### config.mk
export PLATFORM = sky130hd
export DESIGN_NAME = pipe_skid_reg_flat
export DESIGN_NICKNAME = d
export VERILOG_FILES = /design/src/rtl/pipe_pkg.sv /design/src/rtl/pipe_skid_reg_if.sv /design/src/rtl/pipe_skid_reg.sv /design/src/flat_wrapper.sv
export SDC_FILE = /design/constraint.sdc
export NUM_CORES = 1
export LEC_CHECK = 0
export BUFFER_PORTS_ARGS = -buffer_cell sky130_fd_sc_hd__buf_2
export CAP_MARGIN = 15
export CORE_ASPECT_RATIO = 1.5
export CORE_MARGIN = 8
export CORE_UTILIZATION = 25
export CTS_BUF_LIST = sky130_fd_sc_hd__clkbuf_4 sky130_fd_sc_hd__clkbuf_8 sky130_fd_sc_hd__clkbuf_16
export CTS_CLUSTER_DIAMETER = 50
export DETAILED_ROUTE_END_ITERATION = 6
export SETUP_SLACK_MARGIN = 0.2
export SKIP_CTS_REPAIR_TIMING = 1
export SLEW_MARGIN = 20
export SYNTH_ARGS = -nofsm -noshare
export SYNTH_HDL_FRONTEND = slang
export SYNTH_SLANG_ARGS = --single-unit
### constraint.sdc
create_clock -name clk -period 1.2 [get_ports clk]
set_input_delay 0.18 -clock clk [delete_from_list [all_inputs] [get_ports clk]]
set_output_delay 0.18 -clock clk [all_outputs]
set_load 0.01 [all_outputs]
### src/rtl/pipe_pkg.sv
// Shared definitions for the pipeline stage register family.
//
// Contents:
//   state_t   - 2-bit stage state. The encoding equals the number of held
//               entries, so a stage can drive its occupancy output straight
//               from the state register.
//   ST_EMPTY  - no entry held
//   ST_ONE    - one entry held (in the main register)
//   ST_TWO    - two entries held (main + skid)
//   PIPE_NOP  - default bubble/NOP payload, sized down by each user
package pipe_pkg;

  typedef logic [1:0] state_t;

  localparam state_t ST_EMPTY = 2'd0;
  localparam state_t ST_ONE   = 2'd1;
  localparam state_t ST_TWO   = 2'd2;

  localparam logic [31:0] PIPE_NOP = 32'h0000_0000;

endpackage

### src/rtl/pipe_skid_reg_if.sv
// Handshake bundle between two pipeline stages around a pipe_skid_reg.
//
// Signals:
//   flush     - synchronous clear of the stage
//   in_valid  - upstream has data
//   in_ready  - stage can accept data (registered)
//   in_data   - upstream payload, WIDTH bits
//   out_valid - out_data holds a valid entry (registered)
//   out_ready - downstream accepts this cycle
//   out_data  - head payload, WIDTH bits (registered)
//   occupancy - number of held entries, 0..2
//
// Modports:
//   master - the environment around the stage (drives flush, upstream
//            payload and downstream ready)
//   slave  - the stage register itself
interface pipe_skid_reg_if #(
  parameter int WIDTH = 8
);

  logic             flush;
  logic             in_valid;
  logic             in_ready;
  logic [WIDTH-1:0] in_data;
  logic             out_valid;
  logic             out_ready;
  logic [WIDTH-1:0] out_data;
  logic [1:0]       occupancy;

  modport master (
    output flush,
    output in_valid,
    input  in_ready,
    output in_data,
    input  out_valid,
    output out_ready,
    input  out_data,
    input  occupancy
  );

  modport slave (
    input  flush,
    input  in_valid,
    output in_ready,
    input  in_data,
    output out_valid,
    input  out_ready,
    output out_data,
    output occupancy
  );

endinterface

### src/rtl/pipe_skid_reg.sv
// Pipeline stage register with valid/ready handshake and a one-entry skid
// buffer. A downstream stall never reaches upstream combinationally: in_ready
// comes straight from a flop, and the skid register absorbs the one word that
// may arrive while that flop catches up. Throughput is one word per cycle with
// one cycle of latency; out_data carries BUBBLE whenever out_valid is low.
//
// Parameters:
//   WIDTH  - payload width in bits
//   BUBBLE - value presented on out_data while no valid entry is held
//
// Ports:
//   clk - rising-edge clock
//   rst - asynchronous active-high reset (to EMPTY, both registers BUBBLE)
//   bus - pipe_skid_reg_if.slave handshake bundle (see interface header)
module pipe_skid_reg
  import pipe_pkg::*;
#(
  parameter int               WIDTH  = 8,
  parameter logic [WIDTH-1:0] BUBBLE = WIDTH'(PIPE_NOP)
) (
  input logic           clk,
  input logic           rst,
  pipe_skid_reg_if.slave bus
);

  state_t           state;
  state_t           next_state;
  logic [WIDTH-1:0] main_reg;
  logic [WIDTH-1:0] next_main;
  logic [WIDTH-1:0] skid_reg;
  logic [WIDTH-1:0] next_skid;
  logic             ready_reg;
  logic             valid_reg;
  logic             accept;
  logic             emit;

  assign accept = bus.in_valid & ready_reg;
  assign emit   = valid_reg & bus.out_ready;

  // Next-state and register-enable logic. Registers that are not written
  // in a given case simply hold. Whenever the head leaves without a
  // replacement the main register is reloaded with BUBBLE so out_data needs
  // no output mux. Flush overrides everything: a same-cycle accept is
  // dropped, a same-cycle emit has already been seen by downstream.
  always_comb begin
    next_state = state;
    next_main  = main_reg;
    next_skid  = skid_reg;
    if (bus.flush) begin
      next_state = ST_EMPTY;
      next_main  = BUBBLE;
      next_skid  = BUBBLE;
    end else begin
      case (state)
        ST_EMPTY: begin
          if (accept) begin
            next_state = ST_ONE;
            next_main  = bus.in_data;
          end
        end
        ST_ONE: begin
          if (accept && emit) begin
            next_main = bus.in_data;
          end else if (accept) begin
            next_state = ST_TWO;
            next_skid  = bus.in_data;
          end else if (emit) begin
            next_state = ST_EMPTY;
            next_main  = BUBBLE;
          end
        end
        ST_TWO: begin
          if (emit) begin
            next_state = ST_ONE;
            next_main  = skid_reg;
            next_skid  = BUBBLE;
          end
        end
        default: begin
          next_state = ST_EMPTY;
          next_main  = BUBBLE;
          next_skid  = BUBBLE;
        end
      endcase
    end
  end

  // State, data and handshake flops. in_ready and out_valid get their own
  // flops, loaded from the decoded next state, so neither output has any
  // logic between its flop and the port.
  always_ff @(posedge clk or posedge rst) begin
    if (rst) begin
      state     <= ST_EMPTY;
      main_reg  <= BUBBLE;
      skid_reg  <= BUBBLE;
      ready_reg <= 1'b1;
      valid_reg <= 1'b0;
    end else begin
      state     <= next_state;
      main_reg  <= next_main;
      skid_reg  <= next_skid;
      ready_reg <= (next_state != ST_TWO);
      valid_reg <= (next_state != ST_EMPTY);
    end
  end

  assign bus.in_ready  = ready_reg;
  assign bus.out_valid = valid_reg;
  assign bus.out_data  = main_reg;
  assign bus.occupancy = state;

endmodule

### src/flat_wrapper.sv
// flat-port wrapper written by rule: the top's interface ports become plain ports
module pipe_skid_reg_flat import pipe_pkg::*;
#(
  parameter int               WIDTH  = 8,
  parameter logic [WIDTH-1:0] BUBBLE = WIDTH'(PIPE_NOP)
)
  (clk, rst, bus_flush, bus_in_valid, bus_in_ready, bus_in_data, bus_out_valid, bus_out_ready, bus_out_data, bus_occupancy);
  pipe_skid_reg_if #(.WIDTH(WIDTH)) bus_i ();
  input logic clk;
  input logic rst;
  input wire logic [$bits(bus_i.flush)-1:0] bus_flush;
  input wire logic [$bits(bus_i.in_valid)-1:0] bus_in_valid;
  output wire logic [$bits(bus_i.in_ready)-1:0] bus_in_ready;
  input wire logic [$bits(bus_i.in_data)-1:0] bus_in_data;
  output wire logic [$bits(bus_i.out_valid)-1:0] bus_out_valid;
  input wire logic [$bits(bus_i.out_ready)-1:0] bus_out_ready;
  output wire logic [$bits(bus_i.out_data)-1:0] bus_out_data;
  output wire logic [$bits(bus_i.occupancy)-1:0] bus_occupancy;
  assign bus_i.flush = bus_flush;
  assign bus_i.in_valid = bus_in_valid;
  assign bus_in_ready = bus_i.in_ready;
  assign bus_i.in_data = bus_in_data;
  assign bus_out_valid = bus_i.out_valid;
  assign bus_i.out_ready = bus_out_ready;
  assign bus_out_data = bus_i.out_data;
  assign bus_occupancy = bus_i.occupancy;
  pipe_skid_reg #(.WIDTH(WIDTH), .BUBBLE(BUBBLE)) u_core (.clk(clk), .rst(rst), .bus(bus_i));
endmodule
==> out/qor.txt, run 1 <==
Yosys warnings -> 0
crit end category -> flip-flop
1st-pass router iterations -> 4
total power draw -> 1870 uW
RSZ-0062 raised after global routing -> true
wire per inst -> 13.7 um
post-detail-place hpwl -> 2.46 mm
DIE AREA -> 0.00732 mm2
grt ovf -> 0
drt total wl -> 3.31 mm
Distinct cells, synth -> 27
Die Span X -> 72.6 um
Worst-Margin Slew -> 0.402 ns
Initial Util -> 25.4%
setup TNS -> -1.88 ns
Num CTS Buffers -> 3
failing checks -> setup timing
core area -> 0.00473 mm2
initial drt markers -> 30
synthesized net count -> 144
WL met2 -> 1.84 mm
most frequent cells in the layout -> 21 x buf_2, 21 x buf_4, 18 x nand2_1, 17 x dfrtp_1, 13 x a21oi_1
# IOs -> 25
DR vias/cell -> 4.74
maximum vdd ir drop -> 0.000301 V
fillers -> 515
Area growth, synth to finish -> 43.1%
layout cell share with drive strength beyond 1 -> 42.9%
Final Hold Fails -> 0
Worst EP required -> 1.34 ns
CTS sink count -> 20
max_slew headroom -> 73.2%
Max Clk Rate -> 0.749 GHz
highest metal used -> met4
Startpoint Class -> flip-flop
Root Buffer -> clkbuf_8
Reg clk slew, reported paths -> 0.08 ns
status -> finished, violations left
min Tclk post-route -> 1.33 ns
pin count of the biggest net entering global routing -> 21
via count -> 1142
Lkg Pwr -> 0.000741 uW
sequential-to-total area share from yosys stat -> 41.8%
Total GRT Usage -> 9.25%
DRC -> 0
Max Cap Viol -> 0
n_diodes -> 0
die height -> 101 um
worst setup slack after layout -> -0.135 ns
wire length on met3 -> 95 um
Crit Path Max Fanout -> 8
class of the worst hold path -> in2reg
Mapped Cells -> 131
GPL Wtd Cong -> 0.844
Clk Latency, worst-skew pair -> 0.26 ns
Rows -> 31
register bit total from synthesis -> 20
Finished Core Util -> 36.3%
Longest Clk Path Bufs -> 2
H-tree levels -> 1
Mapped Area -> 0.00120 mm2
CTS tree -> yes
Worst Skew -> 0.000969 ns
Final Cycle Share -> 111%
vias in the first global route -> 1173
pwr/cell area -> 1090 mW/mm2
# setup viols final -> 21
Max Transition Viols Final -> 0
M1 WL -> 1.31 mm
fin nets -> 189
syn avg cell area -> 9.17 um2
pre-CTS setup slack -> -0.150 ns
Final ANT Viol Nets -> 0
Port Buffers -> 24
initial antenna violation count -> 0
Worst EP arrival -> 1.47 ns
critical path start-end classification -> reg2reg
first-pass GRT wire length -> 5.54 mm
-- final timing paths --
path                                   startpoint                      to  slack (ns)  cells past startpoint
max in group asynchronous                     rst     u_core.bus.in_ready        0.44                      4
min in group asynchronous                     rst      u_core.skid_reg[7]        0.49                      4
min reg2reg                u_core.bus.out_data[3]  u_core.bus.out_data[3]        0.54                      2
max                           u_core.bus.in_ready  u_core.bus.out_data[2]       -0.13                      5
max reg2reg                   u_core.bus.in_ready  u_core.bus.out_data[2]       -0.13                      5
min                                bus_in_data[5]      u_core.skid_reg[5]        0.21                      3
-- routing by layer --
metal	up-vias	GRT usage, %
met5	-	0
li1	572	-
met1	542	9.89
met2	22	17.2
met3	6	1.10
met4	0	4.33
-- critical path, stage by stage, from the launching register on --
cell,delay [ns]
dfstp_2,0.57
and3b_2,0.22
a211oi_4,0.04
buf_4,0.16
o21ai_1,0.15
a21oi_2,0.07
-- cell type report --
| cell class | instances | area [um2] | share of cell area [%] |
|---|---|---|---|
| well taps | 66 | 82.6 | 4.80 |
| multi-input cells | 97 | 693 | 40.3 |
| repair buffers | 52 | 383 | 22.3 |
| clock buffers | 4 | 48.8 | 2.84 |
| inverters | 2 | 7.51 | 0.437 |
| flip-flops and latches | 20 | 504 | 29.3 |
-- report_power, final --
part,internal (uW),switching (uW),leakage (uW)
Combinational,300,323,0.000448
Clock,259,232,0.0000262
Sequential,724,33.2,0.000266
-- cells by family (layout without fill, tap and decap cells) --
logic type | Yosys count | after routing | synth area share [%]
flip-flops | 20 | 20 | 41.8
buffers and inverters | 14 | 58 | 6.46
multiplexers | 8 | 8 | 6.67
AO/OA/AOI/OAI | 47 | 47 | 24.5
AND/OR/NAND/NOR | 42 | 42 | 20.6
-- cells in the mapped netlist --
cell	count	area (um2)
and2_1	2	12.5
o21ai_0	16	80.1
a211o_1	1	8.76
a21oi_1	17	85.1
a21oi_2	1	8.76
nand2b_1	2	12.5
a31oi_1	1	6.26
nor3b_2	1	12.5
clkbuf_1	4	15.0
nor2_2	1	6.26
nor2_1	1	3.75
dfrtp_1	19	475
nand4bb_1	1	11.3
nand3_1	2	10.0
a21o_1	2	15.0
nand4b_1	10	87.6
buf_2	5	25.0
buf_6	2	22.5
mux2i_1	8	80.1
o32ai_1	8	70.1
a211oi_4	1	20.0
dfstp_2	1	26.3
inv_1	2	7.51
buf_4	1	7.51
and3b_1	1	8.76
nand2_1	20	75.1
nand3b_1	1	7.51
-- per-stage QoR --
step	instance area, um2	std cells	hold WS, ns
global placement	1550	232	0.221
global route	1720	241	0.223
finish	1720	241	0.214
floorplan	1250	131	0.143
detailed placement	1550	232	0.223
CTS	1600	236	-0.0608
Power figures use the tool's default switching activity.
==> run 2, diff against run 1 <==
CORE_ASPECT_RATIO = default   (was 1.5)
PLACE_DENSITY = 0.48   (was default)
==> run 2 against run 1 <==
The flow still finishes with violations (setup timing). First-iteration DRC count grew 130%. Clock skew grew 0.0035 ns. Critical path type unchanged. Hold slack gained 0.013 ns. Count of clock-buffer cells in the layout is the same. Non-clock buffer count shrank 7. Die area shrank 0.63%. Worst setup slack lost 0.022 ns. Critical path depth grew 1. Register-to-register slack lost 0.02 ns. Critical endpoint is now u_core.bus.out_data[4]. Clock power shrank 1%. Sequential share of layout area shrank 0.86 points.
==> out/qor.txt, run 2 (same netlist as run 1, synthesis figures left out) <==
status -> finished, violations left
failing checks -> setup timing
Max Cap Viol -> 0 (unchanged)
fin nets -> 182 (-3.7%)
Rows -> 25 (-19%)
capturing point of the worst reg2reg path -> u_core.bus.out_data[4]
Max Clk Rate -> 0.737 GHz (-1.6%)
commonest non-fill, non-tap cell in the layout -> buf_2
initial drt markers -> 68 (+130%)
crit-path max cell delay -> 0.54 ns (-0.03 ns)
CTS tree -> yes
most numerous cell on the critical path -> buf_6
RSZ-0062 raised after global routing -> true
Initial Util -> 25.6% (+0.22 points)
pre-CTS setup slack -> -0.231 ns (-0.0803 ns)
pin count of the biggest net entering global routing -> 21 (unchanged)
min Tclk post-route -> 1.36 ns (+0.0215 ns)
maximum vdd ir drop -> 0.000505 V (+68%)
Total GRT Usage -> 9.53% (+0.29 points)
DIE AREA -> 0.00728 mm2 (-0.63%)
Worst EP required -> 1.33 ns (about the same)
drt total wl -> 3.60 mm (+8.7%)
Lkg Pwr -> 0.000726 uW (-2.0%)
H-tree levels -> 1 (unchanged)
n_diodes -> 0 (unchanged)
initial antenna violation count -> 0 (unchanged)
Die Span X -> 85.3 um (+18%)
Startpoint Class -> flip-flop
post-detail-place hpwl -> 2.54 mm (+3.1%)
via count -> 1164 (+1.9%)
cell area after layout -> 0.00177 mm2 (+2.8%)
max_slew headroom -> 72.8% (-0.40 points)
# setup viols final -> 21 (unchanged)
Worst Skew -> 0.00445 ns (+0.00348 ns)
Num CTS Buffers -> 3 (unchanged)
class of the worst hold path -> in2reg
Max Transition Viols Final -> 0 (unchanged)
DR vias/cell -> 5.24 (+11%)
CP Cell Sequence -> buf_6, and3b_2, a211oi_4, buf_6, o21ai_1, a21oi_1
core area -> 0.00469 mm2 (-0.85%)
Hold Crit Depth -> 3 (unchanged)
Crit Path Max Fanout -> 8 (unchanged)
die height -> 85.3 um (-15%)
setup TNS -> -1.99 ns (-0.111 ns)
worst setup slack after layout -> -0.156 ns (-0.0215 ns)
wire per inst -> 16.2 um (+18%)
grt ovf -> 0 (unchanged)
Final Hold Fails -> 0 (unchanged)
layout cell share with drive strength beyond 1 -> 47.6% (+4.8 points)
Port Buffers -> 24 (unchanged)
Worst-Margin Slew -> 0.408 ns (+0.00595 ns)
GPL Wtd Cong -> 0.753 (-11%)
r2r setup slk -> -0.16 ns (-0.02 ns)
critical path start-end classification -> reg2reg
first-pass GRT wire length -> 5.65 mm (+2.0%)
FF-to-FF Start -> u_core.bus.in_ready
Clk Latency, worst-skew pair -> 0.26 ns (about the same)
vias in the first global route -> 1106 (-5.7%)
most frequent cells in the layout -> 24 x buf_2, 18 x nand2_1, 18 x dfrtp_1, 16 x buf_4, 14 x a21oi_1
1st-pass router iterations -> 4 (unchanged)
Reg clk slew, reported paths -> 0.08 ns (about the same)
crit end category -> flip-flop
r2r worst-path depth -> 6 (+1)
Final Cycle Share -> 113% (+1.8 points)
Final ANT Viol Nets -> 0 (unchanged)
# IOs -> 25 (unchanged)
DRC -> 0 (unchanged)
Longest Clk Path Bufs -> 2 (unchanged)
Area growth, synth to finish -> 47.1%
Hold Path Origin -> bus_in_data[3]
worst-path cell with the longest stage delay -> dfstp_2
Worst EP arrival -> 1.49 ns (+0.02 ns)
post-place instance area -> 0.00147 mm2 (-5.2%)
Hold EP -> u_core.skid_reg[3]
pwr/cell area -> 1090 mW/mm2 (-0.22%)
Root Buffer -> clkbuf_8
CTS sink count -> 20 (unchanged)
run 2: cell types whose count changed in the layout (fill, tap and decap cells not counted), sizes merged:
cell,previous run,this run
buf,51,44
run 2: final cells by class:
class	count	area, um2
fill	479	2930
multi-input combinational	97	841
sequential	20	503
timing repair buffer	45	299
tap	54	67.6
clock buffer	4	48.8
inverter	2	7.51
run 2: how the worst max path moves through the flow:
stage | start | to | slack (ns)
detailed placement | u_core.bus.in_ready | u_core.bus.out_data[7] | -0.23
global route | u_core.bus.occupancy[1] | u_core.bus.out_data[7] | -0.20
finish | u_core.bus.in_ready | u_core.bus.out_data[4] | -0.16
CTS | u_core.bus.in_ready | u_core.bus.out_data[7] | -0.25
global placement | u_core.bus.in_ready | u_core.bus.out_data[0] | -0.17
floorplan | u_core.bus.occupancy[1] | u_core.bus.out_data[0] | -0.13
run 2: metrics by stage:
| stage | total power, uW | util (%) | std cells | hold WS [ns] |
|---|---|---|---|---|
| detailed placement | 1280 | 31.4 | 213 | 0.226 |
| finish | 1920 | 37.7 | 222 | 0.227 |
| floorplan | 1110 | - | 131 | 0.143 |
| CTS | 1770 | 32.4 | 217 | -0.0584 |
| global route | 2030 | 37.7 | 222 | 0.233 |
| global placement | 1270 | 31.4 | 213 | 0.219 |
run 2: power by group:
part	switching (uW)	total (uW)	internal [uW]
Sequential	37.1	760	723
Combinational	374	673	298
Clock	228	487	259
Total	639	1920	1280
run 2: worst max-delay path, delay by kind of cell, from the launching register on:
| family | cells | cell delay, ns |
|---|---|---|
| AOI/OAI and AO/OA | 3 | 0.24 |
| buffers and inverters | 2 | 0.26 |
| DFF | 1 | 0.54 |
| and+or+nand+nor | 1 | 0.20 |
run 2: layer usage:
| metal | global-route usage [%] | share of wire (%) | up-vias |
|---|---|---|---|
| li1 | - | - | 561 |
| met1 | 12.2 | 45 | 564 |
| met2 | 14.8 | 47 | 37 |
| met3 | 3.96 | 7.4 | 2 |
| met4 | 1.43 | 0.33 | 0 |
| met5 | 0 | 0 | - |
==> run 3, diff against run 2 <==
PLACE_DENSITY = 0.47   (was 0.48)
clock period = 1.55 ns   (was 1.2 ns; I/O delays follow)
==> run 3 against run 2 <==
Via count is 3.7% lower. Highest routed layer unchanged. Cell count is 5.0% lower. Sequential share of layout area is 1.3 points higher. The flow now finishes without violations. Critical path depth is 2 lower. Power is 15% lower. Die area stayed put. Worst setup slack better by 0.31 ns. Combinational power is 29% lower. Register-to-register slack better by 0.31 ns.
==> out/qor.txt, run 3 (same netlist as run 1, synthesis figures left out) <==
M1 WL -> 1.64 mm (+0.55%)
initial antenna violation count -> 0 (unchanged)
Worst EP arrival -> 1.59 ns (+0.10 ns)
Area growth, synth to finish -> 41.4%
Startpoint Class -> flip-flop
DR vias/cell -> 5.31 (+1.3%)
Final Hold Fails -> 0 (unchanged)
pre-CTS setup slack -> 0.0502 ns (+0.281 ns)
post-detail-place hpwl -> 2.44 mm (-3.9%)
Worst Skew -> 0.00575 ns (+0.00130 ns)
n_diodes -> 0 (unchanged)
wire per inst -> 16.6 um (+2.6%)
die height -> 85.3 um (unchanged)
grt ovf -> 0 (unchanged)
post-place instance area -> 0.00136 mm2 (-7.9%)
Reg clk slew, reported paths -> 0.09 ns (about the same)
worst setup slack after layout -> 0.155 ns (+0.311 ns)
crit end category -> flip-flop
status -> completed
RSZ-0062 raised after global routing -> true
highest metal used -> met4
initial drt markers -> 48 (-29%)
Worst EP required -> 1.74 ns (+0.41 ns)
Root Buffer -> clkbuf_8
Max Clk Rate -> 0.717 GHz (-2.8%)
DIE AREA -> 0.00728 mm2 (unchanged)
Die Span X -> 85.3 um (unchanged)
core area -> 0.00469 mm2 (unchanged)
most frequent cells in the layout -> 24 x buf_2, 18 x nand2_1, 16 x dfrtp_1, 14 x a21oi_1
Port Buffers -> 24 (unchanged)
first-pass GRT wire length -> 5.32 mm (-5.9%)
Max Transition Viols Final -> 0 (unchanged)
1st-pass router iterations -> 4 (unchanged)
Crit Path Max Fanout -> 8 (unchanged)
placed insts -> 202 (-5.2%)
Rows -> 25 (unchanged)
setup TNS -> 0 ns (+1.99 ns)
vias in the first global route -> 1112 (+0.54%)
wire length on met3 -> 143 um (-46%)
Lkg Pwr -> 0.000684 uW (-5.8%)
H-tree levels -> 1 (unchanged)
DRC -> 0 (unchanged)
Worst-Margin Slew -> 0.457 ns (+0.0496 ns)
Total GRT Usage -> 9.03% (-0.50 points)
# setup viols final -> 0 (-100%)
critical path start-end classification -> reg2reg
CTS tree -> yes
# IOs -> 25 (unchanged)
Longest Clk Path Bufs -> 2 (unchanged)
Finished Core Util -> 36.2% (-1.5 points)
Final Cycle Share -> 90.0% (-23 points)
Max Cap Viol -> 0 (unchanged)
r2r worst-path depth -> 4 (-2)
Initial Util -> 25.6% (unchanged)
fin nets -> 171 (-6.0%)
min Tclk post-route -> 1.40 ns (+0.0392 ns)
pwr/cell area -> 956 mW/mm2 (-12%)
drt total wl -> 3.51 mm (-2.5%)
cell area after layout -> 0.00170 mm2 (-3.9%)
maximum vdd ir drop -> 0.000319 V (-37%)
pin count of the biggest net entering global routing -> 21 (unchanged)
via count -> 1121 (-3.7%)
Hold Crit Depth -> 3 (unchanged)
Final ANT Viol Nets -> 0 (unchanged)
non-filler cells, final -> 211 (-5.0%)
Num CTS Buffers -> 3 (unchanged)
class of the worst hold path -> in2reg
WL met2 -> 1.66 mm (-1.8%)
commonest non-fill, non-tap cell in the layout -> buf_2
GPL Wtd Cong -> 0.783 (+4.1%)
layout cell share with drive strength beyond 1 -> 45.2% (-2.4 points)
CTS sink count -> 20 (unchanged)
Clk Latency, worst-skew pair -> 0.27 ns (about the same)
max_slew headroom -> 69.5% (-3.3 points)
## run 3: cell types whose count changed in the layout (fill, tap and decap cells not counted), sizes merged
cell,previous run,this run
clkbuf,4,3
buf,44,33
bufinv,0,1
## run 3: worst paths after layout
check,start,to,slack [ns]
setup / recovery,u_core.bus.out_valid,u_core.bus.out_data[6],0.15
hold / removal,bus_in_data[0],u_core.skid_reg[0],0.25
setup reg to reg,u_core.bus.out_valid,u_core.bus.out_data[6],0.15
hold reg to reg,u_core.bus.out_data[4],u_core.bus.out_data[4],0.53
max in group asynchronous,rst,u_core.bus.out_data[7],0.53
min in group asynchronous,rst,u_core.skid_reg[0],0.50
## run 3: layout make-up
cell class | count | area (um2)
Tap cell | 54 | 67.6
Clock buffer | 3 | 41.3
Clock inverter | 1 | 30.0
Sequential cell | 20 | 505
Fill cell | 465 | 2990
Inverter | 2 | 7.51
Timing Repair Buffer | 34 | 209
Multi-Input combinational cell | 97 | 837
## run 3: critical path, cell delays in order, from the launching register on
cell	delay, ns
dfrtp_2	0.46
and2_4	0.20
nor3b_4	0.41
o21ai_1	0.11
a21oi_1	0.14
## run 3: report_power, final
part | internal (uW) | switching, uW | total, uW
Sequential | 561 | 40.7 | 602
Clock | 345 | 199 | 545
Combinational | 207 | 271 | 477
Total | 1110 | 511 | 1620
## run 3: metal layers
metal / track usage [%] / vias to the layer above
li1: - / 533
met5: 0 / -
met1: 11.3 / 558
met2: 14.6 / 23
met3: 2.51 / 7
met4: 2.87 / 0
## run 3: per-stage QoR
stage	total power (uW)	hold WS, ns
3_3_place_gp	932	0.261
3_5_place_dp	940	0.267
4_1_cts	1480	-0.0248
5_1_grt	1700	0.267
6_report	1620	0.249
2_1_floorplan	831	0.196
